==> src/rtl/pixel_seq_pkg.sv <==
// Shared types and constants for the pixel sequencer.
package pixel_seq_pkg;

  localparam int unsigned PixW = 8;
  localparam int unsigned BlankCycDefault = 4;

  typedef enum logic [1:0] {
    StIdle,
    StActive,
    StBlank
  } seq_state_e;

  // First pixel of a frame: origin of the raster.
  function automatic logic is_frame_start(input logic [PixW-1:0] x, input logic [PixW-1:0] y);
    return (x == '0) && (y == '0);
  endfunction

  // First pixel of any line after the first.
  function automatic logic is_line_start(input logic [PixW-1:0] x, input logic [PixW-1:0] y);
    return (x == '0) && (y != '0);
  endfunction

endpackage

==> src/rtl/pixel_sequencer_if.sv <==
// Control, pixel source and output stream signals of the pixel sequencer.
interface pixel_sequencer_if;
  import pixel_seq_pkg::*;

  logic            Start;
  logic            Abort;
  logic [PixW-1:0] Width;
  logic [PixW-1:0] Height;
  logic            SrcValid;
  logic [PixW-1:0] SrcPixel;
  logic            SrcReady;
  logic [PixW-1:0] PixelOut;
  logic            PixelValid;
  logic            FrameOut;
  logic            LineOut;
  logic            Busy;
  logic            Done;
  logic            Err;

  // Driver side: issues commands and source pixels, consumes the stream.
  modport master (
    output Start, Abort, Width, Height, SrcValid, SrcPixel,
    input  SrcReady, PixelOut, PixelValid, FrameOut, LineOut, Busy, Done, Err
  );

  // Sequencer side.
  modport slave (
    input  Start, Abort, Width, Height, SrcValid, SrcPixel,
    output SrcReady, PixelOut, PixelValid, FrameOut, LineOut, Busy, Done, Err
  );

endinterface

==> src/rtl/pixel_sequencer_xy_counter.sv <==
// Raster position counter: x wraps at the latched width, y advances per wrap.
module xy_counter
  import pixel_seq_pkg::*;
(
  input  logic            Clk,
  input  logic            nReset,
  input  logic            step,
  input  logic            clear,
  input  logic [PixW-1:0] width,
  input  logic [PixW-1:0] height,
  output logic [PixW-1:0] x,
  output logic [PixW-1:0] y,
  output logic            line_end,
  output logic            frame_end
);

  logic [PixW-1:0] x_q;
  logic [PixW-1:0] y_q;

  assign x         = x_q;
  assign y         = y_q;
  assign line_end  = (x_q == width - PixW'(1));
  assign frame_end = line_end && (y_q == height - PixW'(1));

  // Advance one pixel per step; wrap at line end, and to the origin at frame end.
  always_ff @(posedge Clk or negedge nReset) begin
    if (!nReset) begin
      x_q <= '0;
      y_q <= '0;
    end else if (clear) begin
      x_q <= '0;
      y_q <= '0;
    end else if (step) begin
      if (line_end) begin
        x_q <= '0;
        y_q <= frame_end ? '0 : y_q + PixW'(1);
      end else begin
        x_q <= x_q + PixW'(1);
      end
    end
  end

endmodule

==> src/rtl/pixel_sequencer.sv <==
// Pixel sequencer: pulls one frame of Width x Height pixels from a source and
// streams them to the Hough pipeline with frame/line sync flags.
// Optional inter-line blanking is compiled in with PIXEL_SEQ_BLANK_EN.
module pixel_sequencer
  import pixel_seq_pkg::*;
#(
  parameter int unsigned BLANK_CYC = BlankCycDefault
) (
  input logic              Clk,
  input logic              nReset,
  pixel_sequencer_if.slave bus
);

  seq_state_e      state_q;
  logic [PixW-1:0] width_q;
  logic [PixW-1:0] height_q;
  logic [PixW-1:0] pixel_q;
  logic            pixel_valid_q;
  logic            frame_q;
  logic            line_q;
  logic            done_q;
  logic            err_q;

  logic [PixW-1:0] x;
  logic [PixW-1:0] y;
  logic            line_end;
  logic            frame_end;

  logic            dims_ok;
  logic            start_ok;
  logic            start_bad;
  logic            abort_hit;
  logic            src_ready;
  logic            xfer;

`ifdef PIXEL_SEQ_BLANK_EN
  localparam int unsigned CntW = (BLANK_CYC > 1) ? $clog2(BLANK_CYC) : 1;
  logic [CntW-1:0] blank_cnt_q;
`else
  logic unused_cfg;
  assign unused_cfg = ^BLANK_CYC;
`endif

  // Command decode; Abort removes SrcReady in the same cycle so no transfer
  // can race it, which also gives it priority over the last-pixel transfer.
  always_comb begin
    dims_ok   = (bus.Width != '0) && (bus.Height != '0);
    start_ok  = (state_q == StIdle) && bus.Start && dims_ok;
    start_bad = (state_q == StIdle) && bus.Start && !dims_ok;
    abort_hit = (state_q != StIdle) && bus.Abort;
    src_ready = (state_q == StActive) && !bus.Abort;
    xfer      = src_ready && bus.SrcValid;
  end

  xy_counter u_xy_counter (
    .Clk       (Clk),
    .nReset    (nReset),
    .step      (xfer),
    .clear     (start_ok || abort_hit),
    .width     (width_q),
    .height    (height_q),
    .x         (x),
    .y         (y),
    .line_end  (line_end),
    .frame_end (frame_end)
  );

  // Sequencing FSM with registered stream and status outputs.
  always_ff @(posedge Clk or negedge nReset) begin
    if (!nReset) begin
      state_q       <= StIdle;
      width_q       <= '0;
      height_q      <= '0;
      pixel_q       <= '0;
      pixel_valid_q <= 1'b0;
      frame_q       <= 1'b0;
      line_q        <= 1'b0;
      done_q        <= 1'b0;
      err_q         <= 1'b0;
`ifdef PIXEL_SEQ_BLANK_EN
      blank_cnt_q   <= '0;
`endif
    end else begin
      // Stream outputs follow the transfer by one cycle; PixelOut holds otherwise.
      pixel_valid_q <= xfer;
      frame_q       <= xfer && is_frame_start(x, y);
      line_q        <= xfer && is_line_start(x, y);
      done_q        <= xfer && frame_end;
      err_q         <= start_bad;
      if (xfer) begin
        pixel_q <= bus.SrcPixel;
      end

      unique case (state_q)
        StIdle: begin
          if (start_ok) begin
            width_q  <= bus.Width;
            height_q <= bus.Height;
            state_q  <= StActive;
          end
        end
        StActive: begin
          if (abort_hit) begin
            state_q <= StIdle;
          end else if (xfer && frame_end) begin
            state_q <= StIdle;
          end else if (xfer && line_end) begin
`ifdef PIXEL_SEQ_BLANK_EN
            if (BLANK_CYC != 0) begin
              state_q     <= StBlank;
              blank_cnt_q <= CntW'(BLANK_CYC - 1);
            end
`endif
          end
        end
        StBlank: begin
`ifdef PIXEL_SEQ_BLANK_EN
          if (abort_hit) begin
            state_q <= StIdle;
          end else if (blank_cnt_q == '0) begin
            state_q <= StActive;
          end else begin
            blank_cnt_q <= blank_cnt_q - CntW'(1);
          end
`else
          state_q <= StIdle;
`endif
        end
        default: state_q <= StIdle;
      endcase
    end
  end

  assign bus.SrcReady   = src_ready;
  assign bus.PixelOut   = pixel_q;
  assign bus.PixelValid = pixel_valid_q;
  assign bus.FrameOut   = frame_q;
  assign bus.LineOut    = line_q;
  assign bus.Busy       = (state_q != StIdle);
  assign bus.Done       = done_q;
  assign bus.Err        = err_q;

endmodule

==> src/flat_wrapper.sv <==
// flat-port wrapper written by rule: the top's interface ports become plain ports
module pixel_sequencer_flat import pixel_seq_pkg::*;
#(
  parameter int unsigned BLANK_CYC = BlankCycDefault
)
  (Clk, nReset, bus_Start, bus_Abort, bus_Width, bus_Height, bus_SrcValid, bus_SrcPixel, bus_SrcReady, bus_PixelOut, bus_PixelValid, bus_FrameOut, bus_LineOut, bus_Busy, bus_Done, bus_Err);
  pixel_sequencer_if bus_i ();
  input logic Clk;
  input logic nReset;
  input wire logic [$bits(bus_i.Start)-1:0] bus_Start;
  input wire logic [$bits(bus_i.Abort)-1:0] bus_Abort;
  input wire logic [$bits(bus_i.Width)-1:0] bus_Width;
  input wire logic [$bits(bus_i.Height)-1:0] bus_Height;
  input wire logic [$bits(bus_i.SrcValid)-1:0] bus_SrcValid;
  input wire logic [$bits(bus_i.SrcPixel)-1:0] bus_SrcPixel;
  output wire logic [$bits(bus_i.SrcReady)-1:0] bus_SrcReady;
  output wire logic [$bits(bus_i.PixelOut)-1:0] bus_PixelOut;
  output wire logic [$bits(bus_i.PixelValid)-1:0] bus_PixelValid;
  output wire logic [$bits(bus_i.FrameOut)-1:0] bus_FrameOut;
  output wire logic [$bits(bus_i.LineOut)-1:0] bus_LineOut;
  output wire logic [$bits(bus_i.Busy)-1:0] bus_Busy;
  output wire logic [$bits(bus_i.Done)-1:0] bus_Done;
  output wire logic [$bits(bus_i.Err)-1:0] bus_Err;
  assign bus_i.Start = bus_Start;
  assign bus_i.Abort = bus_Abort;
  assign bus_i.Width = bus_Width;
  assign bus_i.Height = bus_Height;
  assign bus_i.SrcValid = bus_SrcValid;
  assign bus_i.SrcPixel = bus_SrcPixel;
  assign bus_SrcReady = bus_i.SrcReady;
  assign bus_PixelOut = bus_i.PixelOut;
  assign bus_PixelValid = bus_i.PixelValid;
  assign bus_FrameOut = bus_i.FrameOut;
  assign bus_LineOut = bus_i.LineOut;
  assign bus_Busy = bus_i.Busy;
  assign bus_Done = bus_i.Done;
  assign bus_Err = bus_i.Err;
  pixel_sequencer #(.BLANK_CYC(BLANK_CYC)) u_core (.Clk(Clk), .nReset(nReset), .bus(bus_i));
endmodule
==> config.mk <==
export PLATFORM = sky130hd
export DESIGN_NAME = pixel_sequencer_flat
export DESIGN_NICKNAME = d
export VERILOG_FILES = /design/src/rtl/pixel_seq_pkg.sv /design/src/rtl/pixel_sequencer_if.sv /design/src/rtl/pixel_sequencer_xy_counter.sv /design/src/rtl/pixel_sequencer.sv /design/src/flat_wrapper.sv
export SDC_FILE = /design/constraint.sdc
export NUM_CORES = 1
export LEC_CHECK = 0
export BUFFER_PORTS_ARGS = -buffer_cell sky130_fd_sc_hd__buf_2
export CAP_MARGIN = 15
export CORE_ASPECT_RATIO = 0.5
export CORE_MARGIN = 10
export CORE_UTILIZATION = 49
export DETAILED_ROUTE_END_ITERATION = 12
export GPL_ROUTABILITY_DRIVEN = 0
export PLACE_DENSITY = 0.71
export SKIP_CTS_REPAIR_TIMING = 1
export SYNTH_ARGS = -nofsm -noshare
export SYNTH_HDL_FRONTEND = slang
export SYNTH_HIERARCHICAL = 1
export SYNTH_SLANG_ARGS = --single-unit
==> constraint.sdc <==
create_clock -name Clk -period 3.6 [get_ports Clk]
set_input_delay 0.36 -clock Clk [delete_from_list [all_inputs] [get_ports Clk]]
set_output_delay 0.36 -clock Clk [all_outputs]
set_load 0.02 [all_outputs]
== After elaboration in Yosys (flattened, before gate mapping) ==
Cells that the tools add are included.

* Word-level logic and storage cells: 59
* Bits in registers: 47

* Muxes and demuxes: 11
* Equality and inequality tests: 5
* Reduce and logical (&&, ||, !) cells: 28
* Add/subtract/negate cells: 4

{| class="wikitable"
|+ Operators with widths
! cell !! number
|-
| $mux W8 || 7
|-
| $reduce_bool A8 Y1 || 3
|-
| $add A8 B1 Y8 const B || 2
|-
| $eq A8 B8 Y1 || 2
|-
| $logic_not A8 Y1 || 2
|-
| $sub A8 B1 Y8 const B || 2
|-
| $logic_and A1 B1 Y1 || 13
|-
| $mux W2 || 3
|-
| $reduce_and A2 Y1 || 3
|-
| $reduce_bool A2 Y1 || 3
|-
| $pmux W2 S2 || 1
|-
| $ne A3 B2 Y1 const B || 1
|-
| $eq A2 B1 Y1 const B || 1
|-
| $logic_not A1 Y1 || 2
|-
| $logic_not A2 Y1 || 1
|-
| $ne A2 B1 Y1 const B || 1
|-
| $logic_or A1 B1 Y1 || 1
|}

== Longest topological paths before layout ==
* Word-level depth: 7
* Gate-level depth with buffers: 12
* Gate-level depth less buffers: 10

== Modules after synthesis ==
Netlist, hierarchy kept.

{| class="wikitable"
|+ By module, submodules not included
! module !! sequential area each (sq um) !! area each (sq um) !! cells each !! instances
|-
| xy_counter || 400.4 || 1427.6 || 164 || 1
|-
| pixel_sequencer || 750.7 || 1226.2 || 80 || 1
|}

== Worst setup path after synthesis ==
OpenSTA, ideal clock, no wires.

* Kind: register to register
* Start: register u_core.height_q[0]
* End: register u_core.u_xy_counter.y_q[3] (netlist: u_core/u_xy_counter/y[3])
* Setup slack: 1.444 ns
* Data arrival time: 2.027 ns
* Cell stages (with the launch flop): 9
* Path buffers: 0
* Setup time: 0.129 ns
* Cell sequence: dfrtp_1 inv_1 ha_1 xor2_1 nand3_1 a2111oi_0 nand4_1 a32oi_1 o31ai_1

* Word-level cells in the longest chain between the ends: 7

{| class="wikitable"
|+ Ends and longest elaborated chain
! what !! RTL line !! text
|-
| start, declared || pixel_sequencer.sv:16 || <nowiki>logic [PixW-1:0] height_q;</nowiki>
|-
| start signal, assigned || pixel_sequencer.sv:98 || <nowiki>height_q <= bus.Height;</nowiki>
|-
| $sub A8 B1 Y8 || pixel_sequencer_xy_counter.sv:23 || <nowiki>assign frame_end = line_end && (y_q == height - PixW'(1));</nowiki>
|-
| $eq A8 B8 Y1 || pixel_sequencer_xy_counter.sv:23 ||
|-
| $logic_and A1 B1 Y1 || pixel_sequencer_xy_counter.sv:23 ||
|-
| $mux W8 || pixel_sequencer_xy_counter.sv:36 || <nowiki>y_q <= frame_end ? '0 : y_q + PixW'(1);</nowiki>
|-
| $mux W8 || pixel_sequencer_xy_counter.sv:34 || <nowiki>if (line_end) begin</nowiki>
|-
| $mux W8 || pixel_sequencer_xy_counter.sv:33 || <nowiki>end else if (step) begin</nowiki>
|-
| $mux W8 || pixel_sequencer_xy_counter.sv:30 || <nowiki>end else if (clear) begin</nowiki>
|-
| end signal, assigned || pixel_sequencer_xy_counter.sv:36 ||
|-
| end, declared || pixel_sequencer_xy_counter.sv:18 || <nowiki>logic [PixW-1:0] y_q;</nowiki>
|}

Every way passes these cells. The select of a mux whose other input is x is not followed.
A chain may end at the register's enable or synchronous reset.

== Worst setup path after layout ==
* Start: register u_core.height_q[0]
* End: register u_core.u_xy_counter.y_q[4] (netlist: u_core/u_xy_counter/y[4])

Same word-level chain as after synthesis.

==> run_results.csv <==
group,metric,value,unit
critical_path,reg2reg_from,"u_core/height_q[0]$_DFFE_PN0P_",
timing,setup_viol,0,
timing,rsz0062_at_grt,"no",
power_and_ir_drop,powerDensity,522.0,nW/µm²
grt,grt_usage,13.28,%
yosys,yosys_warnings,6,
critical_path,cp_data_required_time,3.77,ns
grt,grt_overflow,0,
timing,tns,0,ns
routing,wire_per_inst,16.38,µm
place,io_buffers,43,
critical_path,cp_max_fo,8,
finish,synthToLayoutAreaGrowth,13.74,%
yosys,syn_inst,243,
routing,drtIter0Drc,164,
critical_path,cp-startpoint,"u_core/height_q[0]$_DFFE_PN0P_",
timing,finalHoldViolCount,0,
clocking,insertion_delay,0.29,ns
routing,drcViolationCount,0,
routing,vias_per_cell,5.608,
clocking,clock_sinks,46,
place,place_hpwl,4380,µm
finish,diodes,0,
critical_path,critPathArrivalTime,2.92,ns
status,outcome,"completed",
grt,grt_max_degree,47,
power_and_ir_drop,p_leak,0.001383,µW
job,timing.max_cap.violations,0,
routing,wirelength,5816,µm
timing,skew,0.007229,ns
timing,maxSlewViolCount,0,
critical_path,end_kind,"flop",
hold_path,min-delay-path-class,"in2async",
die,initial_core_util,52.30,%
timing,fmax,364.3,MHz
die,die_area,8928,µm²
critical_path,critPathLaunchType,"flop",
clocking,cts_tree,"built",
timing,relSlewSlack,31.85,%
finish,nNetsFinal,317,
die,core-area,5067,µm²
routing,drtPass1Iterations,4,
timing,fin_crit_sh,76.26,%
timing,tightest_slew,1.022,ns
die,rows,18,
finish,fin_util,59.48,%
finish,final_area,3014,µm²
finish,drive_gt1_share,31.58,%
place,dpl-instance-area,2872,µm²
routing,vias,1991,
die,die_h,72,µm
clocking,cts.reportedPaths.clkPinSlew,0.09,ns
routing,antenna_left,0,
power_and_ir_drop,ir_drop,297.2,µV
die,io_pins,44,
grt,grt_pass1_wl,9929,µm
yosys,synthesis.area,2650,µm²
timing,post-route-min-period,2.745,ns
clocking,clock_tree.root_cell,"clkbuf_8",
yosys,syn_avg_cell_area,10.91,µm²
critical_path,crit_type,"reg2reg",
clocking,h-tree-depth,2,
grt,antenna_found_initial,0,
finish,n_fill_cell,430,
clocking,cts_buffers,5,
clocking,clockBufferDepth,2,
die,die_w,124,µm
power_and_ir_drop,total_power,1573,µW
yosys,synth_nets,276,
grt,grt_pass1_vias,2097,
metrics by stage:
stage	instances	hold slack, ns	worst slack (ns)
detailed placement	347	0.4907	0.9170
CTS	355	0.2688	0.9408
global placement	347	0.4854	0.9698
global route	355	0.2781	0.6718
floorplan	243	0.06441	1.444
finish	355	0.2390	0.8548
critical path, stage by stage, from the launching register on:
cell	delay [ns]
dfrtp_1	0.46
inv_1	0.07
ha_1	0.30
xor2_1	0.15
nand3_1	0.08
a2111oi_0	0.66
nand4_1	0.47
a32oi_1	0.34
o31ai_1	0.09
sequential cells by signal, summed over array words and instances, names as in the netlist:
register and flops:
u_core/bus.PixelOut 8, u_core/height_q 8, u_core/u_xy_counter/x 8, u_core/u_xy_counter/y 8
u_core/width_q 8, u_core/bus.Done 1, u_core/bus.Err 1, u_core/bus.FrameOut 1
u_core/bus.LineOut 1, u_core/bus.PixelValid 1, u_core/state_q 1
path summary, 6_finish.rpt:
| check | to | slack (ns) | depth (start not counted) |
|---|---|---|---|
| setup / recovery | u_core/u_xy_counter/y[4]$_DFFE_PN0P_ | 0.85 | 8 |
| hold / removal | u_core/bus.PixelOut[0]$_DFFE_PN0P_ | 0.24 | 1 |
| setup reg to reg | u_core/u_xy_counter/y[4]$_DFFE_PN0P_ | 0.85 | 8 |
| hold reg to reg | u_core/bus.PixelOut[7]$_DFFE_PN0P_ | 0.51 | 1 |
| max in group asynchronous | u_core/u_xy_counter/y[6]$_DFFE_PN0P_ | 2.73 | 1 |
| min in group Clk | u_core/bus.PixelOut[7]$_DFFE_PN0P_ | 0.29 | 2 |
area by class of cell:
cell class / count / area, µm² / area share, %
clock inverters: 2 / 60.06 / 1.993
inverters: 8 / 30.03 / 0.9963
flip-flops and latches: 46 / 1151 / 38.19
clock buffers: 6 / 82.58 / 2.740
repair buffers: 43 / 215.2 / 7.140
well taps: 70 / 87.58 / 2.906
multi-input cells: 180 / 1388 / 46.04
power breakdown:
part / switching (µW) / internal (µW)
Combinational: 213 / 202
Clock: 170 / 296
Sequential: 96.9 / 595
cells in the final DEF (no fill, tap or decap), drive strengths merged, types with 6 or more instances in the layout:
| master | n |
|---|---|
| xor2 | 12 |
| nor4 | 10 |
| xnor2 | 12 |
| a21oi | 7 |
| inv | 8 |
| buf | 43 |
| nand2b | 7 |
| nor2 | 9 |
| o21ai | 8 |
| clkbuf | 6 |
| nand3 | 14 |
| nand3b | 7 |
| mux2 | 24 |
| nand2 | 14 |
| nor3 | 9 |
| dfrtp | 46 |
layer usage:
layer  wire, µm  share of wire (%)  GRT usage (%)  up-vias
met1       2475                 43          15.54      979
met2       3014                 52          23.67       46
li1           -                  -              -      962
met5          0                  0              0        -
met4         52               0.89          3.173        0
met3        274                4.7          3.707        4
(Power assumes the default switching activity.)
